==> config.mk <==
export PLATFORM = sky130hd
export DESIGN_NAME = program_loader
export DESIGN_NICKNAME = d
export VERILOG_FILES = /design/src/rtl/program_loader.sv
export SDC_FILE = /design/constraint.sdc
export NUM_CORES = 1
export LEC_CHECK = 0
export ABC_CLOCK_PERIOD_IN_PS = 6050
export CAP_MARGIN = 10
export CORE_ASPECT_RATIO = 0.7
export CORE_MARGIN = 2
export CORE_UTILIZATION = 40
export CTS_CLUSTER_SIZE = 30
export DETAILED_ROUTE_END_ITERATION = 10
export HOLD_SLACK_MARGIN = 0.15
export PLACE_DENSITY = 0.82
export REMOVE_ABC_BUFFERS = 1
export SLEW_MARGIN = 30
export SYNTH_ARGS = -nofsm -noshare
export SYNTH_HDL_FRONTEND = slang
export SYNTH_SLANG_ARGS = --single-unit
==> constraint.sdc <==
create_clock -name clk -period 6.05 [get_ports clk]
set_input_delay 0.605 -clock clk [delete_from_list [all_inputs] [get_ports clk]]
set_output_delay 0.605 -clock clk [all_outputs]
set_load 0.02 [all_outputs]
==> src/rtl/program_loader.sv <==
// program_loader: boot-time loader for the single-cycle MIPS CPU instruction
// memory. Packs a big-endian byte stream into 32-bit words, writes them to
// consecutive word addresses, then releases the CPU via cpu_run.
// Optional feature macro: PROGRAM_LOADER_CHECKSUM_EN (final word of the image
// is a mod-2^32 checksum of all preceding words and is not written).
module program_loader #(
    parameter int ADDR_W = 10
) (
    input  logic              clk,
    input  logic              rst_n,
    input  logic              start,
    input  logic              in_valid,
    output logic              in_ready,
    input  logic [7:0]        in_data,
    input  logic              in_last,
    output logic              imem_we,
    output logic [31:0]       imem_a,
    output logic [31:0]       imem_wd,
    output logic              cpu_run,
    output logic [ADDR_W:0]   word_count,
    output logic              error
);

    localparam logic [2:0] S_IDLE  = 3'd0;
    localparam logic [2:0] S_RECV  = 3'd1;
    localparam logic [2:0] S_WRITE = 3'd2;
    localparam logic [2:0] S_DONE  = 3'd3;
    localparam logic [2:0] S_ERR   = 3'd4;

    // One past the last addressable word: accepting a full word here overflows.
    localparam logic [ADDR_W:0] CAP = {1'b1, {ADDR_W{1'b0}}};

    logic [2:0]      state_q, state_d;
    logic [1:0]      byte_idx_q, byte_idx_d;
    logic [ADDR_W:0] word_idx_q, word_idx_d;
    logic [31:0]     word_q, word_d;
    logic            last_q, last_d;
`ifdef PROGRAM_LOADER_CHECKSUM_EN
    logic [31:0]     sum_q, sum_d;
`endif

    // Next-state and datapath update for the load sequence.
    always_comb begin
        state_d    = state_q;
        byte_idx_d = byte_idx_q;
        word_idx_d = word_idx_q;
        word_d     = word_q;
        last_d     = last_q;
`ifdef PROGRAM_LOADER_CHECKSUM_EN
        sum_d      = sum_q;
`endif
        case (state_q)
            S_IDLE, S_DONE, S_ERR: begin
                if (start) begin
                    state_d    = S_RECV;
                    byte_idx_d = '0;
                    word_idx_d = '0;
                    word_d     = '0;
                    last_d     = 1'b0;
`ifdef PROGRAM_LOADER_CHECKSUM_EN
                    sum_d      = '0;
`endif
                end
            end
            S_RECV: begin
                // in_ready is 1 throughout RECV, so in_valid alone means accept.
                if (in_valid) begin
                    if (byte_idx_q == 2'd3) begin
                        if (word_idx_q == CAP) begin
                            state_d = S_ERR;
                        end else begin
                            word_d[7:0] = in_data;
                            last_d      = in_last;
                            state_d     = S_WRITE;
                        end
                    end else if (in_last) begin
                        state_d = S_ERR;
                    end else begin
                        case (byte_idx_q)
                            2'd0:    word_d[31:24] = in_data;
                            2'd1:    word_d[23:16] = in_data;
                            default: word_d[15:8]  = in_data;
                        endcase
                        byte_idx_d = byte_idx_q + 2'd1;
                    end
                end
            end
            S_WRITE: begin
                byte_idx_d = '0;
`ifdef PROGRAM_LOADER_CHECKSUM_EN
                if (last_q) begin
                    state_d = (word_q == sum_q) ? S_DONE : S_ERR;
                end else begin
                    word_idx_d = word_idx_q + (ADDR_W+1)'(1);
                    sum_d      = sum_q + word_q;
                    state_d    = S_RECV;
                end
`else
                word_idx_d = word_idx_q + (ADDR_W+1)'(1);
                state_d    = last_q ? S_DONE : S_RECV;
`endif
            end
            default: state_d = S_IDLE;
        endcase
    end

    // State and datapath registers; asynchronous reset discards any partial load.
    always_ff @(posedge clk or negedge rst_n) begin
        if (!rst_n) begin
            state_q    <= S_IDLE;
            byte_idx_q <= '0;
            word_idx_q <= '0;
            word_q     <= '0;
            last_q     <= 1'b0;
`ifdef PROGRAM_LOADER_CHECKSUM_EN
            sum_q      <= '0;
`endif
        end else begin
            state_q    <= state_d;
            byte_idx_q <= byte_idx_d;
            word_idx_q <= word_idx_d;
            word_q     <= word_d;
            last_q     <= last_d;
`ifdef PROGRAM_LOADER_CHECKSUM_EN
            sum_q      <= sum_d;
`endif
        end
    end

    // Outputs decoded from registered state only.
    always_comb begin
        imem_a                = '0;
        imem_a[ADDR_W+2:2]    = word_idx_q;
    end

    assign in_ready   = (state_q == S_RECV);
    assign cpu_run    = (state_q == S_DONE);
    assign error      = (state_q == S_ERR);
    assign imem_wd    = word_q;
    assign word_count = word_idx_q;
`ifdef PROGRAM_LOADER_CHECKSUM_EN
    // The checksum word occupies a WRITE cycle but is never stored.
    assign imem_we    = (state_q == S_WRITE) && !last_q;
`else
    assign imem_we    = (state_q == S_WRITE);
`endif

endmodule

==> results_dict.tcl, run 1 <==
set metrics [dict create \
    outcome "finished clean" \
    start_kind "flip-flop" \
    reg2reg_slack_ps 3590 \
    cts_buffers 5 \
    drt-initial-drc-count 71 \
    setup_viol 0 \
    area_delta_synth_final_pct 27.1 \
    relSlewSlack 0.590 \
    die_h_um 70.6 \
    skew_ps 10.4 \
    ctsHoldBuffers 0 \
    final_util 0.521 \
    yosys.area.top_type_share 0.484 \
    row_count 24 \
    place_ws_ps 3310 \
    grt_pass1_wl_mm 8.96 \
    synth_seq_cells 49 \
    synthCells 227 \
    final_nets 303 \
    ys_types 40 \
    die_x_um 99.2 \
    clk_path_buf_depth 2 \
    max_clock_freq_mhz 330 \
    die_area_sq_um 7000 \
    rr_endpoint "imem_wd[5]" \
    clock_latency_ps 300 \
    grt_max_degree 50 \
    yosysTopAreaCell "dfrtp_1" \
    synth_area_per_cell_sq_um 11.2 \
    wl_met3_um 189 \
    wl_per_cell_um 14.8 \
    worst_r2r_path_depth 5 \
    drive_above_1_share 0.171 \
    ys_warn_count 0 \
    power-per-cell-area_nw_per_um2 436 \
    fin_ws_ps 3020 \
    grt_pass1_vias 1734 \
    vias 1800 \
    cts-root-buf "clkbuf_8" \
    worstMarginPinSlew_ps 614 \
    rsz0062_at_grt "false" \
    rr_startpoint "state_q[1]" \
    htree_levels 2 \
    ir_drop_v 0.000239 \
    critical_path_class "flip-flop to output pin" \
    antenna_cells 0 \
    fin_crit_sh 0.501 \
    ios 92 \
    grt.total_usage 0.159 \
    hold_viol_final 0 \
    antenna_found_initial 0 \
    leakage_nw 1.45 \
    seq_area_frac_synth 0.484 \
    cts_resized 0 \
    place.gp.congestion 0.840 \
    synth_edf_count 0 \
    clkSinkCount 49 \
    hold_class "input port to async pin" \
    routed_wl_mm 5.39 \
    ant_nets 0 \
    firstDrtPassIters 4 \
    dp_cells 356 \
    overflow 0 \
    port-buffer-count 70 \
    async_reset_ff_frac 1.00 \
    synthFlopType "dfrtp_1" \
    cts_tree "built" \
    initial_core_util 0.410 \
    cp.arrival_ps 2430 \
    clkTransAtPathRegs_ps 90 \
    wl_met2_mm 2.55 \
    fin_setup_tns_ps 0 \
    dp_hpwl_mm 3.94 \
    place_area_sq_um 3130 \
    syn_area_sq_um 2530 \
    worst-path-max-fanout 14 \
    cts_setup_buffers 0 \
    final_area_sq_um 3220 \
    period_needed_ps 3030 \
    drc 0 \
    core_sq_um 6190 \
    met1Wirelength_mm 2.61 \
    report.final.slew_viol_count 0 \
    routed.top_layer "met4" \
    crit_required_ps 5440 \
    cp-end-kind "output pin" \
    yosys-top-cells-area "dfrtp_1 (48%), mux2_2 (14%), buf_4 (9.5%), mux2i_1 (3.2%), a21oi_1 (2.6%)" \
    drt-vias-per-instance 4.95 \
    max_cap_viol_count 0 \
    fin_cells 364 \
]
cell type report:
type	instances	area, sq um
Fill cell	570	2960
Sequential cell	49	1230
Multi-Input combinational cell	149	1070
Timing Repair Buffer	71	706
Tap cell	78	97.6
Clock buffer	5	68.8
Inverter	9	33.8
Clock inverter	3	22.5
layout by cell type, fill, tap and decap left out, types with 2 or more instances in the layout:
cell,instances
clkdlybuf4s50_1,69
dfrtp_1,49
mux2_2,32
conb_1,21
a21oi_1,13
nand2_1,11
inv_1,9
and2_1,9
mux2i_1,8
o21ai_0,7
nand3_1,6
ha_1,5
clkbuf_8,5
nor2_1,4
a31oi_1,3
nand4_1,3
clkinvlp_4,3
nor3_1,2
or3b_2,2
o21a_1,2
nor2_2,2
o211ai_1,2
o31ai_1,2
buf_4,2
cells in the mapped netlist (2+ instances only):
cell,instances
buf_2,2
clkbuf_1,4
and2_1,9
mux2_2,32
inv_1,9
buf_4,32
a31oi_1,3
or3b_2,2
nand3_1,6
o21a_1,2
o211ai_1,2
nor2_1,4
dfrtp_1,49
ha_1,5
nor2_2,2
nand4_1,3
a21oi_1,13
o21ai_0,7
o31ai_1,2
nand2_1,11
nor3_1,2
mux2i_1,8
cell families (layout without fill, tap and decap cells):
| logic type | Yosys count | count (layout) | share of synthesized area |
|---|---|---|---|
| AO/OA/AOI/OAI | 32 | 32 | 0.0755 |
| XOR/XNOR | 1 | 1 | 0.00346 |
| adder cells (fa/ha/maj) | 5 | 5 | 0.0247 |
| buffers and inverters | 49 | 88 | 0.124 |
| flip-flops | 49 | 49 | 0.484 |
| multiplexers | 40 | 40 | 0.174 |
| other | 1 | 21 | 0.00148 |
| AND/OR/NAND/NOR | 50 | 50 | 0.113 |
per-stage QoR:
step / hold slack (ps) / total power [mW]
2_1_floorplan: 309 / 0.916
3_3_place_gp: 481 / 1.20
3_5_place_dp: 494 / 1.22
4_1_cts: 331 / 1.41
5_1_grt: 348 / 1.49
6_report: 299 / 1.41
critical path, cell delays in order (launching register included):
cell and delay, ps:
dfrtp_1 500, or3b_2 540, inv_1 380, clkdlybuf4s50_1 700
flip-flops by register name, summed over array words and instances, names as in the netlist:
register	flops
byte_idx_q	2
imem_wd	32
last_q	1
state_q	3
word_count	11
worst max path at each step:
stage | startpoint | to | slack, ps | cells past startpoint
4_1_cts | state_q[1] | in_ready | 3040 | 3
3_5_place_dp | start | imem_wd[14] | 3310 | 5
6_report | state_q[1] | in_ready | 3020 | 3
2_1_floorplan | state_q[1] | imem_wd[0] | 3940 | 5
3_3_place_gp | start | imem_wd[15] | 3330 | 5
5_1_grt | state_q[1] | in_ready | 2920 | 3
where the power goes:
part / switching, mW / leakage, nW / internal (mW)
registers: 0.0692 / 0.659 / 0.429
logic: 0.370 / 0.751 / 0.343
clock network: 0.113 / 0.0364 / 0.0812
total: 0.553 / 1.45 / 0.854
layer usage:
layer | vias to the layer above | global-route usage
met4 | 0 | 0.0365
met2 | 40 | 0.241
met5 | - | 0
met3 | 5 | 0.0356
met1 | 901 | 0.236
li1 | 854 | -
Note: power is estimated with default switching activity, not from simulation.
==> run 2, diff against run 1 <==
--- a/config.mk
+++ b/config.mk
@@ -5,7 +5,7 @@
 export SDC_FILE = /design/constraint.sdc
 export NUM_CORES = 1
 export LEC_CHECK = 0
-export ABC_CLOCK_PERIOD_IN_PS = 6050
+export ABC_CLOCK_PERIOD_IN_PS = 2900
 export CAP_MARGIN = 10
 export CORE_ASPECT_RATIO = 0.7
 export CORE_MARGIN = 2
==> constraint.sdc (replaced) <==
create_clock -name clk -period 2.9 [get_ports clk]
set_input_delay 0.29 -clock clk [delete_from_list [all_inputs] [get_ports clk]]
set_output_delay 0.29 -clock clk [all_outputs]
set_load 0.02 [all_outputs]
==> results_dict.tcl, run 2 (synthesis results as in run 1) <==
set metrics [dict create \
    vias 1824 \
    firstDrtPassIters 4 \
    relSlewSlack 0.588 \
    worst-path-buf-inv 2 \
    fin_cells 367 \
    crit_required_ps 2610 \
    start_kind "flip-flop" \
    crit_family "buffers and inverters" \
    antenna_cells 0 \
    die_h_um 70.6 \
    period_needed_ps 2490 \
    antenna_found_initial 0 \
    outcome "finished clean" \
    drive_above_1_share 0.176 \
    place_ws_ps 424 \
    port-buffer-count 70 \
    clock_latency_ps 300 \
    area_delta_synth_final_pct 28.1 \
    setup_viol 0 \
    holdWs_ps 507 \
    ant_nets 0 \
    htree_levels 2 \
    wl_per_cell_um 14.9 \
    cts-root-buf "clkbuf_8" \
    grt_max_degree 50 \
    fin_setup_tns_ps 0 \
    drc 0 \
    cts_tree "built" \
    slowest_stage "or3b_1" \
    drt-vias-per-instance 4.97 \
    final_nets 306 \
    cts_resized 0 \
    final_cell_mix "clkdlybuf4s50_1 (69), dfrtp_1 (49), mux2_2 (32), conb_1 (21), a21oi_1 (13)" \
    ios 92 \
    power-per-cell-area_nw_per_um2 909 \
    grt.total_usage 0.164 \
    max_clock_freq_mhz 401 \
    cp.arrival_ps 2200 \
    place.gp.congestion 0.845 \
    layout_commonest_cell "clkdlybuf4s50_1" \
    dp_hpwl_mm 3.96 \
    grt_pass1_wl_mm 9.00 \
    worstMarginPinSlew_ps 618 \
    dp_cells 358 \
    worst-path-max-fanout 15 \
    grt_pass1_vias 1792 \
    cpPeakStageDelay_ps 610 \
    cp-end-kind "output pin" \
    critical_path_class "flip-flop to output pin" \
    clkTransAtPathRegs_ps 100 \
    final_util 0.525 \
    routed_wl_mm 5.48 \
    core_sq_um 6190 \
    clkSinkCount 49 \
    die_x_um 99.2 \
    largest_register_ff_count 32 \
    cts_buffers 5 \
    row_count 24 \
    rsz0062_at_grt "false" \
    skew_ps 7.87 \
    max_cap_viol_count 0 \
    drt-initial-drc-count 84 \
    die_area_sq_um 7000 \
    report.final.slew_viol_count 0 \
    fin_crit_sh 0.860 \
    leakage_nw 1.47 \
    fin_ws_ps 406 \
    critical_path.cell_chain "or3b_1 -> inv_1 -> clkdlybuf4s50_1" \
    clk_path_buf_depth 2 \
    ir_drop_v 0.000435 \
    hold_viol_final 0 \
    hold_class "flip-flop to flip-flop" \
    initial_core_util 0.410 \
    overflow 0 \
]
==> run 2: cell types whose count changed in the layout (fill, tap and decap cells not counted), sizes merged <==
cell | previous run | this run
buf | 2 | 4
clkinv | 0 | 1
clkinvlp | 3 | 1
dlygate4sd3 | 0 | 1
inv | 9 | 10
==> run 2: final timing paths <==
path | slack [ps] | end | cells after the start | start
worst max-delay path | 410 | imem_we | 3 | state_q[1]
min in group asynchronous | 550 | state_q[0] | 2 | rst_n
max in group asynchronous | 1940 | word_count[3] | 2 | rst_n
worst min register to register | 510 | last_q | 1 | last_q
worst min-delay path | 510 | last_q | 1 | last_q
worst max register to register | 590 | imem_wd[8] | 5 | byte_idx_q[0]
==> run 2: timing repair <==
action,4_1_cts,5_1_grt
hold endpoints to repair,49,0
setup buffers,0,0
hold buffers,1,0
setup endpoints to repair,0,0
==> run 2: power by group <==
group | total [mW] | internal (mW) | switching [mW]
combinational | 1.50 | 0.728 | 0.769
clock | 0.408 | 0.171 | 0.236
sequential | 1.05 | 0.896 | 0.150
==> run 2: metal layers <==
layer,track usage,vias to the layer above,share of wire
met3,0.0336,6,0.040
met5,0,-,0
met1,0.230,905,0.46
li1,-,863,-
met2,0.258,50,0.49
met4,0.0502,0,0.0095
==> run 2: per-stage QoR <==
step	cell area [sq um]	total power, mW
CTS	3250	2.98
floorplan	2330	1.91
global route	3250	3.13
finish	3250	2.95
global placement	3140	2.52
detailed placement	3150	2.56
==> run 2: layout make-up <==
type                            count  area (sq um)
Inverter                            9          33.8
Clock inverter                      3          21.3
Tap cell                           78          97.6
Fill cell                         550          2940
Sequential cell                    49          1230
Multi-Input combinational cell    149          1070
Timing Repair Buffer               74           731
Clock buffer                        5          68.8
==> run 3, diff against run 2 <==
--- a/config.mk
+++ b/config.mk
@@ -13,7 +13,7 @@
 export CTS_CLUSTER_SIZE = 30
 export DETAILED_ROUTE_END_ITERATION = 10
 export HOLD_SLACK_MARGIN = 0.15
-export PLACE_DENSITY = 0.82
+export PLACE_DENSITY = 0.73
 export REMOVE_ABC_BUFFERS = 1
 export SLEW_MARGIN = 30
 export SYNTH_ARGS = -nofsm -noshare
==> results_dict.tcl, run 3 (synthesis results as in run 1) <==
set metrics [dict create \
    outcome "finished clean" \
    routed_wl_mm 5.41 \
    report.final.slew_viol_count 0 \
    final_cell_mix "clkdlybuf4s50_1 (69), dfrtp_1 (49), mux2_2 (32), conb_1 (21), a21oi_1 (13)" \
    drt-vias-per-instance 4.97 \
    endpoint "imem_we" \
    slowest_stage "clkdlybuf4s50_1" \
    die_x_um 99.2 \
    crit_start "state_q[1]" \
    crit_required_ps 2610 \
    overflow 0 \
    dp_hpwl_mm 3.95 \
    period_needed_ps 2630 \
    start_kind "flip-flop" \
    place_ws_ps 452 \
    htree_levels 2 \
    rsz0062_at_grt "false" \
    row_count 24 \
    worst-path-max-fanout 15 \
    grt_max_degree 32 \
    skew_ps 7.49 \
    cts-root-buf "clkbuf_8" \
    layout_commonest_cell "clkdlybuf4s50_1" \
    initial_core_util 0.410 \
    core_sq_um 6190 \
    antenna_found_initial 0 \
    clkTransAtPathRegs_ps 90 \
    ir_drop_v 0.000472 \
    power-per-cell-area_nw_per_um2 945 \
    fin_ws_ps 275 \
    ios 92 \
    antenna_cells 0 \
    wl_per_cell_um 14.7 \
    grt_pass1_wl_mm 8.81 \
    place_area_sq_um 3140 \
    relSlewSlack 0.537 \
    area_delta_synth_final_pct 29.7 \
    max_clock_freq_mhz 381 \
    vias 1824 \
    die_area_sq_um 7000 \
    reg2reg_slack_ps 640 \
    final_nets 306 \
    largest_register_ff_count 32 \
    critical_path_class "flip-flop to output pin" \
    clk_path_buf_depth 2 \
    cp.arrival_ps 2340 \
    drive_above_1_share 0.176 \
    max_cap_viol_count 0 \
    leakage_nw 1.49 \
    worst-path-buf-inv 2 \
    worstMarginPinSlew_ps 694 \
    fill_cells 546 \
    holdWs_ps 512 \
    firstDrtPassIters 4 \
    grt_pass1_vias 1756 \
    clkSinkCount 49 \
    cp-end-kind "output pin" \
    rr_endpoint "imem_wd[10]" \
    drc 0 \
    critical_path.cell_chain "or3b_1 -> inv_1 -> clkdlybuf4s50_1" \
    port-buffer-count 70 \
    cpPeakStageDelay_ps 640 \
    clock_latency_ps 300 \
    setup_viol 0 \
    dp_cells 358 \
    die_h_um 70.6 \
    fin_crit_sh 0.905 \
    place.gp.congestion 0.806 \
    grt.total_usage 0.158 \
    ant_nets 0 \
    worst_r2r_path_depth 5 \
    fin_cells 367 \
    cts_buffers 5 \
    hold_class "flip-flop to flip-flop" \
    drt-initial-drc-count 91 \
    crit_family "buffers and inverters" \
    fin_setup_tns_ps 0 \
    total_power_mw 3.11 \
    final_area_sq_um 3290 \
    hold_viol_final 0 \
    cp.depth 3 \
    cts_tree "built" \
    rr_startpoint "byte_idx_q[0]" \
    final_util 0.532 \
]
==> run 3: changes by cell type in the layout (fill, tap and decap cells not counted) <==
cell        before  now
buf_2            0    1
buf_4            4    3
bufinv_16        0    2
clkinvlp_4       1    0
inv_6            1    0
==> run 3: area by class of cell <==
cell class,instances,area (sq um),share of cell area
flip-flops and latches,49,1230,0.373
multi-input cells,149,1070,0.325
repair buffers,74,728,0.221
well taps,78,97.6,0.0297
clock buffers,5,68.8,0.0209
clock inverters,3,65.1,0.0198
inverters,9,33.8,0.0103
==> run 3: worst min-delay path by stage <==
stage	startpoint	endpoint	depth (start not counted)
after floorplan	rst_n	byte_idx_q[0]	0
after global placement	rst_n	word_count[1]	1
after detailed placement	rst_n	word_count[0]	1
after CTS	imem_wd[7]	imem_wd[7]	1
after global routing	imem_wd[4]	imem_wd[4]	1
final	imem_wd[22]	imem_wd[22]	1
==> run 3: timing repair <==
action                                 in CTS  in global routing
hold buffers                                1                  0
resized for setup                           0                  0
endpoints found under the hold margin      30                  0
buffers inserted                            0                  0
==> run 3: layer usage <==
layer	wire (um)	up-vias	global-route usage
met4	29	0	0.0320
met5	0	-	0
met2	2490	54	0.243
met3	279	4	0.0464
li1	-	861	-
met1	2610	905	0.226
==> run 3: where the power goes <==
part	switching [mW]	internal (mW)	total, mW
combinational	0.773	0.729	1.50
sequential	0.140	0.895	1.03
clock	0.227	0.343	0.569
